## src/rtl/ascon_pkg.sv

```systemverilog
// ----------------------------------------------------------------------------
// ascon_pkg
// Shared definitions for the ASCON output serializer slice: the serializer
// FSM state encoding, the frame-mode encoding driven on mode_SO, default
// field widths and a small width helper.
// ----------------------------------------------------------------------------
package ascon_pkg;

    typedef enum logic [1:0] {
        IDLE  = 2'd0,
        SHIFT = 2'd1,
        DONE  = 2'd2
    } state_e;

    localparam logic MODE_ENC = 1'b0;
    localparam logic MODE_DEC = 1'b1;

    localparam int TEXT_L = 128;
    localparam int TAG_L  = 128;

    // Frame length: the longer of the two fields sets the number of bit slots.
    function automatic int max_len(input int a, input int b);
        return (a > b) ? a : b;
    endfunction

endpackage

```

## src/rtl/ascon_piso.sv

```systemverilog
// ----------------------------------------------------------------------------
// ascon_piso
// Parallel-in / serial-out shift register, MSB first. Zeros are shifted in at
// the bottom, so once W bits have left the register the serial output reads 0;
// this gives the zero fill for a field shorter than the frame.
// Ports:
//   clk      in  1  clock
//   rst      in  1  synchronous active-high reset (clears the register)
//   load     in  1  capture din (takes priority over shift_en)
//   shift_en in  1  advance one bit toward the MSB
//   din      in  W  parallel data to capture
//   sout     out 1  current serial bit (register MSB)
// ----------------------------------------------------------------------------
module ascon_piso #(
    parameter int W = 128
) (
    input  logic         clk,
    input  logic         rst,
    input  logic         load,
    input  logic         shift_en,
    input  logic [W-1:0] din,
    output logic         sout
);

    logic [W-1:0] sreg_r;

    // Shift register: load, shift with zero fill, or hold.
    always_ff @(posedge clk) begin
        if (rst) begin
            sreg_r <= '0;
        end else if (load) begin
            sreg_r <= din;
        end else if (shift_en) begin
            sreg_r <= sreg_r << 1'b1;
        end else begin
            sreg_r <= sreg_r;
        end
    end

    assign sout = sreg_r[W-1];

endmodule

```

## src/rtl/ascon_out_serializer.sv

```systemverilog
// ----------------------------------------------------------------------------
// ascon_out_serializer
// Captures the ASCON core result on a rising edge of encryption_r or
// decryption_r and streams text and tag bit-serially (MSB first) under a
// valid/ready handshake. Every output is a flop.
// Ports:
//   clk, rst                     clock, synchronous active-high reset
//   encryption_r, decryption_r   core done levels; rising edge starts a frame
//   ciphertext, tag              encryption result / tag
//   dec_plaintext, dec_tag       decryption result / recomputed tag
//   msg_auth                     core authentication verdict
//   sink_ready                   receiver accepts the current bit
//   so_valid, text_SO, tag_SO    serial bit pair and its valid
//   so_last                      current bit is the final one of the frame
//   mode_SO, auth_SO             frame mode (0 enc / 1 dec), captured verdict
//   busy, done, overrun          frame active, end pulse, sticky dropped trigger
// ----------------------------------------------------------------------------
module ascon_out_serializer
    import ascon_pkg::*;
#(
    parameter int text_l = TEXT_L,
    parameter int tag_l  = TAG_L
) (
    input  logic              clk,
    input  logic              rst,
    input  logic              encryption_r,
    input  logic              decryption_r,
    input  logic [text_l-1:0] ciphertext,
    input  logic [tag_l-1:0]  tag,
    input  logic [text_l-1:0] dec_plaintext,
    input  logic [tag_l-1:0]  dec_tag,
    input  logic              msg_auth,
    input  logic              sink_ready,
    output logic              so_valid,
    output logic              text_SO,
    output logic              tag_SO,
    output logic              so_last,
    output logic              mode_SO,
    output logic              auth_SO,
    output logic              busy,
    output logic              done,
    output logic              overrun
);

    localparam int L  = max_len(text_l, tag_l);
    localparam int CW = $clog2(L) + 1;
    localparam logic [CW-1:0] LAST = CW'(L - 1);

    state_e          state_r, state_s;
    logic [CW-1:0]   cnt_r, cnt_s;
    logic            enc_q_r, dec_q_r;
    logic            so_valid_r, so_last_r, mode_r, auth_r, busy_r, done_r, overrun_r;
    logic            mode_s, auth_s, done_s, overrun_s;
    logic            trig_e_s, trig_d_s, accept_s;
    logic            load_s, load_e_s, shift_s;
    logic [text_l-1:0] text_din_s;
    logic [tag_l-1:0]  tag_din_s;

    assign trig_e_s = encryption_r & ~enc_q_r;
    assign trig_d_s = decryption_r & ~dec_q_r;
    assign accept_s = so_valid_r & sink_ready;

    // Edge-detect history; reset loads 1 so a level held high across reset is not an edge.
    always_ff @(posedge clk) begin
        if (rst) begin
            enc_q_r <= 1'b1;
            dec_q_r <= 1'b1;
        end else begin
            enc_q_r <= encryption_r;
            dec_q_r <= decryption_r;
        end
    end

    // Next-state, counter, capture and flag logic.
    always_comb begin
        state_s   = state_r;
        cnt_s     = cnt_r;
        mode_s    = mode_r;
        auth_s    = auth_r;
        overrun_s = overrun_r;
        done_s    = 1'b0;
        load_s    = 1'b0;
        load_e_s  = 1'b0;
        shift_s   = 1'b0;
        case (state_r)
            IDLE: begin
                if (trig_e_s) begin
                    // Encryption wins a same-cycle collision; the decryption edge is lost.
                    load_s    = 1'b1;
                    load_e_s  = 1'b1;
                    mode_s    = MODE_ENC;
                    auth_s    = 1'b0;
                    cnt_s     = '0;
                    state_s   = SHIFT;
                    overrun_s = overrun_r | trig_d_s;
                end else if (trig_d_s) begin
                    load_s  = 1'b1;
                    mode_s  = MODE_DEC;
                    auth_s  = msg_auth;
                    cnt_s   = '0;
                    state_s = SHIFT;
                end else begin
                    state_s = IDLE;
                end
            end
            SHIFT: begin
                overrun_s = overrun_r | trig_e_s | trig_d_s;
                if (accept_s) begin
                    shift_s = 1'b1;
                    if (cnt_r == LAST) begin
                        cnt_s   = '0;
                        done_s  = 1'b1;
                        state_s = DONE;
                    end else begin
                        cnt_s = cnt_r + CW'(1);
                    end
                end else begin
                    shift_s = 1'b0;
                end
            end
            DONE: begin
                overrun_s = overrun_r | trig_e_s | trig_d_s;
                state_s   = IDLE;
            end
            default: begin
                state_s = IDLE;
                cnt_s   = '0;
            end
        endcase
    end

    // Capture source select for the two shift registers.
    always_comb begin
        text_din_s = dec_plaintext;
        tag_din_s  = dec_tag;
        if (load_e_s) begin
            text_din_s = ciphertext;
            tag_din_s  = tag;
        end else begin
            text_din_s = dec_plaintext;
            tag_din_s  = dec_tag;
        end
    end

    // State, counter and registered handshake/status outputs.
    always_ff @(posedge clk) begin
        if (rst) begin
            state_r    <= IDLE;
            cnt_r      <= '0;
            so_valid_r <= 1'b0;
            so_last_r  <= 1'b0;
            busy_r     <= 1'b0;
            mode_r     <= 1'b0;
            auth_r     <= 1'b0;
            done_r     <= 1'b0;
            overrun_r  <= 1'b0;
        end else begin
            state_r    <= state_s;
            cnt_r      <= cnt_s;
            so_valid_r <= (state_s == SHIFT);
            busy_r     <= (state_s == SHIFT);
            so_last_r  <= (state_s == SHIFT) && (cnt_s == LAST);
            mode_r     <= mode_s;
            auth_r     <= auth_s;
            done_r     <= done_s;
            overrun_r  <= overrun_s;
        end
    end

    ascon_piso #(.W(text_l)) u_text_piso (
        .clk      (clk),
        .rst      (rst),
        .load     (load_s),
        .shift_en (shift_s),
        .din      (text_din_s),
        .sout     (text_SO)
    );

    ascon_piso #(.W(tag_l)) u_tag_piso (
        .clk      (clk),
        .rst      (rst),
        .load     (load_s),
        .shift_en (shift_s),
        .din      (tag_din_s),
        .sout     (tag_SO)
    );

    assign so_valid = so_valid_r;
    assign so_last  = so_last_r;
    assign mode_SO  = mode_r;
    assign auth_SO  = auth_r;
    assign busy     = busy_r;
    assign done     = done_r;
    assign overrun  = overrun_r;

endmodule

```

## config.mk

```make
export PLATFORM = sky130hd
export DESIGN_NAME = ascon_out_serializer
export DESIGN_NICKNAME = d
export VERILOG_FILES = /design/src/rtl/ascon_pkg.sv /design/src/rtl/ascon_piso.sv /design/src/rtl/ascon_out_serializer.sv
export SDC_FILE = /design/constraint.sdc
export NUM_CORES = 1
export LEC_CHECK = 0
export CAP_MARGIN = 20
export CELL_PAD_IN_SITES_DETAIL_PLACEMENT = 1
export CELL_PAD_IN_SITES_GLOBAL_PLACEMENT = 2
export CORE_MARGIN = 2
export CORE_UTILIZATION = 35
export DETAILED_ROUTE_END_ITERATION = 16
export DONT_BUFFER_PORTS = 1
export PLACE_DENSITY_LB_ADDON = 0.1
export REMOVE_ABC_BUFFERS = 1
export SYNTH_ARGS = -nofsm -noshare
export SYNTH_HDL_FRONTEND = slang
export SYNTH_SLANG_ARGS = --single-unit
```

## constraint.sdc

```tcl
create_clock -name clk -period 2.13 [get_ports clk]
set_clock_uncertainty 0.05 [all_clocks]
set_input_delay 0.213 -clock clk [delete_from_list [all_inputs] [get_ports clk]]
set_output_delay 0.213 -clock clk [all_outputs]
set_load 0.05 [all_outputs]
```

## After elaboration in Yosys (flattened, before gate mapping)

Cells that the tools add are included.

| storage, ports and cells | value |
|---|---|
| flip-flop bits (word level) | 274 |
| bits of input ports | 518 |
| output and inout bits | 9 |
| word-level logic and storage cells | 68 |

| cells by class | value |
|---|---|
| add/subtract/negate cells | 1 |
| equality and inequality tests | 6 |
| mux-type cells | 30 |
| bitwise operators | 10 |
| reduce and logical (&&, ||, !) cells | 9 |

Operators by type and width:

| operator | count |
|---|---|
| two-way mux 128 bit | 6 |
| two-way mux 8 bit | 4 |
| one-hot mux 8 bit (3 select lines) | 1 |
| equality test 8 x 7 -> 1 bit (second input constant) | 2 |
| two-way mux 1 bit | 15 |
| adder 8 x 1 -> 8 bit (second input constant) | 1 |
| nonzero test 2 bit | 3 |
| equality test 2 x 1 -> 1 bit (second input constant) | 2 |
| two-way mux 2 bit | 2 |
| NOT 1 bit | 4 |
| one-hot mux 2 bit (2 select lines) | 1 |
| AND reduction 2 bit | 2 |
| bitwise AND 1 bit | 3 |
| OR 1 bit | 3 |
| OR reduction 3 bit | 1 |
| equality test 2 bit (second input constant) | 1 |
| logical NOT 2 bit | 1 |
| != test 2 bit (second input constant) | 1 |
| one-hot mux 1 bit (2 select lines) | 1 |
| OR reduction 2 bit | 1 |
| logical AND 1 bit | 1 |

## Logic depth before layout (Yosys ltp)

| logic depth | value |
|---|---|
| depth in word-level cells | 7 |
| mapped depth | 10 |
| depth with buffers taken out | 7 |

## Hierarchy

A second synthesis with hierarchy kept.

| unflattened totals | value |
|---|---|
| cell total of the unflattened synthesis | 1536 |
| area, all modules | 17370.4 um^2 |

Modules (own cells, without submodules):

| module | instances | cells each | area each (um^2) | seq. area each (um^2) |
|---|---|---|---|---|
| ascon_piso | 2 | 568 | 6143.4 | 2562.5 |
| ascon_out_serializer | 1 | 400 | 5083.6 | 360.3 |

## Worst setup path before layout

OpenSTA, ideal clock, no wires.

| timing path | value |
|---|---|
| path type | register -> register |
| start point | reg busy (netlist name) |
| end point | reg so_last_r (netlist: so_last) |
| setup time | 88 ps |
| arrival time | 1862 ps |
| required time | 1992 ps |
| slack | 130 ps |
| cell stages (with the launch flop) | 5 |
| path buffers | 0 |
| period minus slack after synthesis | 2000 ps |
| path through | dfxtp_1 > nand3_2 > or4_1 > a311o_1 > nor4_2 |

RTL lines:

| what | RTL line | RTL |
|---|---|---|
| to (signal assigned) | ascon_out_serializer.sv:162 | `so_last_r <= (state_s == SHIFT) && (cnt_s == LAST);` |
| to (decl) | ascon_out_serializer.sv:52 | `logic so_valid_r, so_last_r, mode_r, auth_r, busy_r, done_r, overrun_r;` |

## Final worst setup path

| timing path | value |
|---|---|
| start point | reg state_r[0] |
| end point | reg so_last_r (netlist: so_last) |

| between the ends | value |
|---|---|
| word-level cells in the longest chain between the ends | 5 |
| elaborated cells on any way between the ends | 10 |

RTL lines:

| what | RTL line | RTL |
|---|---|---|
| from (decl) | ascon_out_serializer.sv:49 | `state_e state_r, state_s;` |
| from (signal assigned) | ascon_out_serializer.sv:158 | `state_r <= state_s;` |
| branches (longest 4 deep; another with one-hot mux 8 bit (3 select lines)) | -- |  |
| logical AND 1 bit (*) | ascon_out_serializer.sv:162 |  |

Mark *: on every way between the ends.
A chain may end at the register's enable or synchronous reset.

==> out/qor.yml <==
run_status:
  status: "finished, violations left"
  violations: "hold timing"
finish:
  drive_gt1_frac: 0.0845
  instances_no_fill: 2327
  fin_nets: 2298
  fillers: 4784
  seq_area_sq_um: 5490
  final_cell_area_sq_um: 16300
  multi_input_area_sq_um: 7780
  syn_to_final_growth_pct: 15.7
clock_tree:
  cts_tree: "yes"
  cts_buffer_depth: 3
  clkSinkCount: 274
  clkLatencyLatePin_ps: 510
  clock_tree.root_cell: "clkbuf_16"
  htreeDepth: 2
  path_clk_slew_ps: 50
  cts-buffers-inserted: 35
placement:
  dp_slack_ps: -76.7
  dp_cells: 2249
  port-buffer-count: 0
  dp_hpwl_um: 32900
  place_area_sq_um: 14800
  finalWeightedCongestion: 0.865
global_route:
  grt_max_degree: 268
  grt_remaining_overflow: 0
  grt_pass1_wl_um: 74400
  antenna_found_initial: 3
  grt_usage: 0.223
  first_global_vias: 13316
yosys:
  netlist.area_leader.share: 0.389
  synth-edff-count: 0
  ys_warn_count: 0
  ys_ff_latch: 274
  synth.cell_area_sq_um: 14100
  synth_area_leader_cell: "dfxtp_1"
  synth_area_leaders: "dfxtp_1, nand2_1, a211oi_1, and3_1, o22ai_1"
  synth_ff_type: "dfxtp_1"
  async_reset_ff_frac: 0
  yosysMostFrequentCell: "nand2_1"
  syn-mean-instance-area_sq_um: 7.58
  ys_seq_area_frac: 0.389
  yosys-top-cells-count: "nand2_1, dfxtp_1, a211oi_1, and3_1, o22ai_1"
  yosysUniqueCellTypes: 55
  synth_cells: 1860
floorplan:
  core_area_sq_um: 39700
  io_pins: 527
  num_rows: 73
  initial_utilization: 0.355
  die_area_sq_um: 41900
  fp.dieW_um: 205
  fp.dieH_um: 205
detailed_routing:
  ant_nets: 0
  wl_um: 50100
  dr.first_iter.drc_count: 673
  wl_per_cell_um: 21.5
  via_per_inst: 5.90
  drc_errors: 0
  firstDrtPassIters: 8
  vias: 13740
critical_path:
  cp.arrival_ps: 2400
  r2r_start: "state_r[0]$_SDFF_PP0_"
  worstSetupPathType: "reg2reg"
  endpoint_kind: "flop"
  worstReg2RegEnd: "so_last$_SDFF_PP0_"
  reg2regPathDepth: 6
  r2r_slack_ps: 100
  worstPathRequired_ps: 2500
  crit_fanout: 5
  critPathLaunchType: "flop"
sta:
  hold_viol: 263
  period_share: 0.954
  holdWs_ps: -215
  finalSetupTns_ps: 0
  fmax_ghz: 0.492
  setup_slack_ps: 97.4
  drv_slew: 0
  setup-violations-final: 0
  fin_crit_ps: 2030
  rsz0062_at_grt: "true"
  worstMarginPinSlew_ps: 650
  relSlewSlack: 0.567
power:
  power.switching_mw: 3.52
  pwr-share-comb: 0.130
  swShare: 0.254
  power.leakage_nw: 5.41
  p_clk_frac: 0.454
  power_frac_seq: 0.417
  p_per_area_nw_per_um2: 848
  internal-power_mw: 10.3
  vdd_drop_max_v: 0.000395
flow_run:
  maxCapViolCount: 0
worst_hold_path:
  min_from: "rst"
  whs_endpoint: "overrun$_SDFFE_PP0P_"
  hold_class: "in2reg"
  hold_depth: 1
## metrics by stage
stage	hold WS (ps)	util	total power, mW
floorplan	232	-	7.09
CTS	-268	0.407	14.0
detailed placement	273	0.373	7.63
finish	-215	0.411	13.8
global placement	272	0.373	7.57
global route	-260	0.411	14.5
## sequential cells by signal, indices dropped and copies added, names as in the netlist
register and cells:
enc_q_r 1, u_text_piso.sreg_r 128, mode_SO 1, busy 1, overrun 1, done 1, so_last 1, state_r 2
dec_q_r 1, auth_SO 1, u_tag_piso.sreg_r 128, cnt_r 8
## critical path, stage by stage, from the launching register on
cell and delay [ps]:
dfxtp_1 440, inv_1 130, ha_1 260, a31o_1 310, a211oi_2 300, nand4b_1 160
nor4_2 280
## cells in the final DEF, fill, tap and decap left out, types with 10 or more instances in the layout
cell type	n
clkbuf_16	39
o22ai_1	254
and3_1	253
a21oi_1	10
nand2_1	517
dfxtp_1	273
nor2_1	10
buf_12	31
a211oi_1	254
buf_4	39
## power by group through the flow
stage | logic, mW | registers, mW | clock network [mW]
after floorplan | 1.26 | 5.83 | 0
after detailed placement | 1.76 | 5.87 | 0
after global routing | 2.01 | 5.81 | 6.64
after global placement | 1.70 | 5.87 | 0
after CTS | 1.80 | 5.76 | 6.43
final | 1.80 | 5.77 | 6.28
## layout make-up
class | instances | area share
Tap cell | 525 | 0.0403
Clock inverter | 9 | 0.00890
Sequential cell | 274 | 0.336
Timing Repair Buffer | 84 | 0.0699
Multi-Input combinational cell | 1374 | 0.477
Clock buffer | 52 | 0.0657
Inverter | 6 | 0.00138
Antenna cell | 3 | 0.000460
## what timing repair did
item,CTS,global route
setup buffers,0,1
gates cloned,1,3
endpoints found under the setup margin,40,98
hold buffers,7,2
gates resized for setup,2,11
pin swaps,0,1
endpoints found under the hold margin,273,263
## per-layer routing
metal,vias up,wire length (um),global-route usage
met5,-,0,0
met4,0,849,0.0580
li1,6669,-,-
met2,355,24500,0.383
met1,6663,22700,0.292
met3,53,2070,0.0296
## logic make-up after synthesis
| group | Yosys count | share of synthesized area |
|---|---|---|
| AND/OR/NAND/NOR | 820 | 0.272 |
| buffers and inverters | 213 | 0.0656 |
| flip-flops | 274 | 0.389 |
| adder cells (fa/ha/maj) | 5 | 0.00444 |
| AO/OA/AOI/OAI | 547 | 0.269 |
| XOR/XNOR | 1 | 0.000622 |
## how the worst max path moves through the flow
stage / from / to / cells after the start
6_report: state_r[0]$_SDFF_PP0_ / so_last$_SDFF_PP0_ / 6
5_1_grt: state_r[0]$_SDFF_PP0_ / so_last$_SDFF_PP0_ / 6
4_1_cts: state_r[1]$_SDFF_PP0_ / u_text_piso.sreg_r[66]$_SDFFE_PP0P_ / 7
3_5_place_dp: state_r[1]$_SDFF_PP0_ / so_last$_SDFF_PP0_ / 6
3_3_place_gp: state_r[1]$_SDFF_PP0_ / so_last$_SDFF_PP0_ / 8
2_1_floorplan: enc_q_r$_SDFF_PP1_ / u_text_piso.sreg_r[84]$_SDFFE_PP0P_ / 4
No activity file was read; power rests on OpenSTA's default activity.
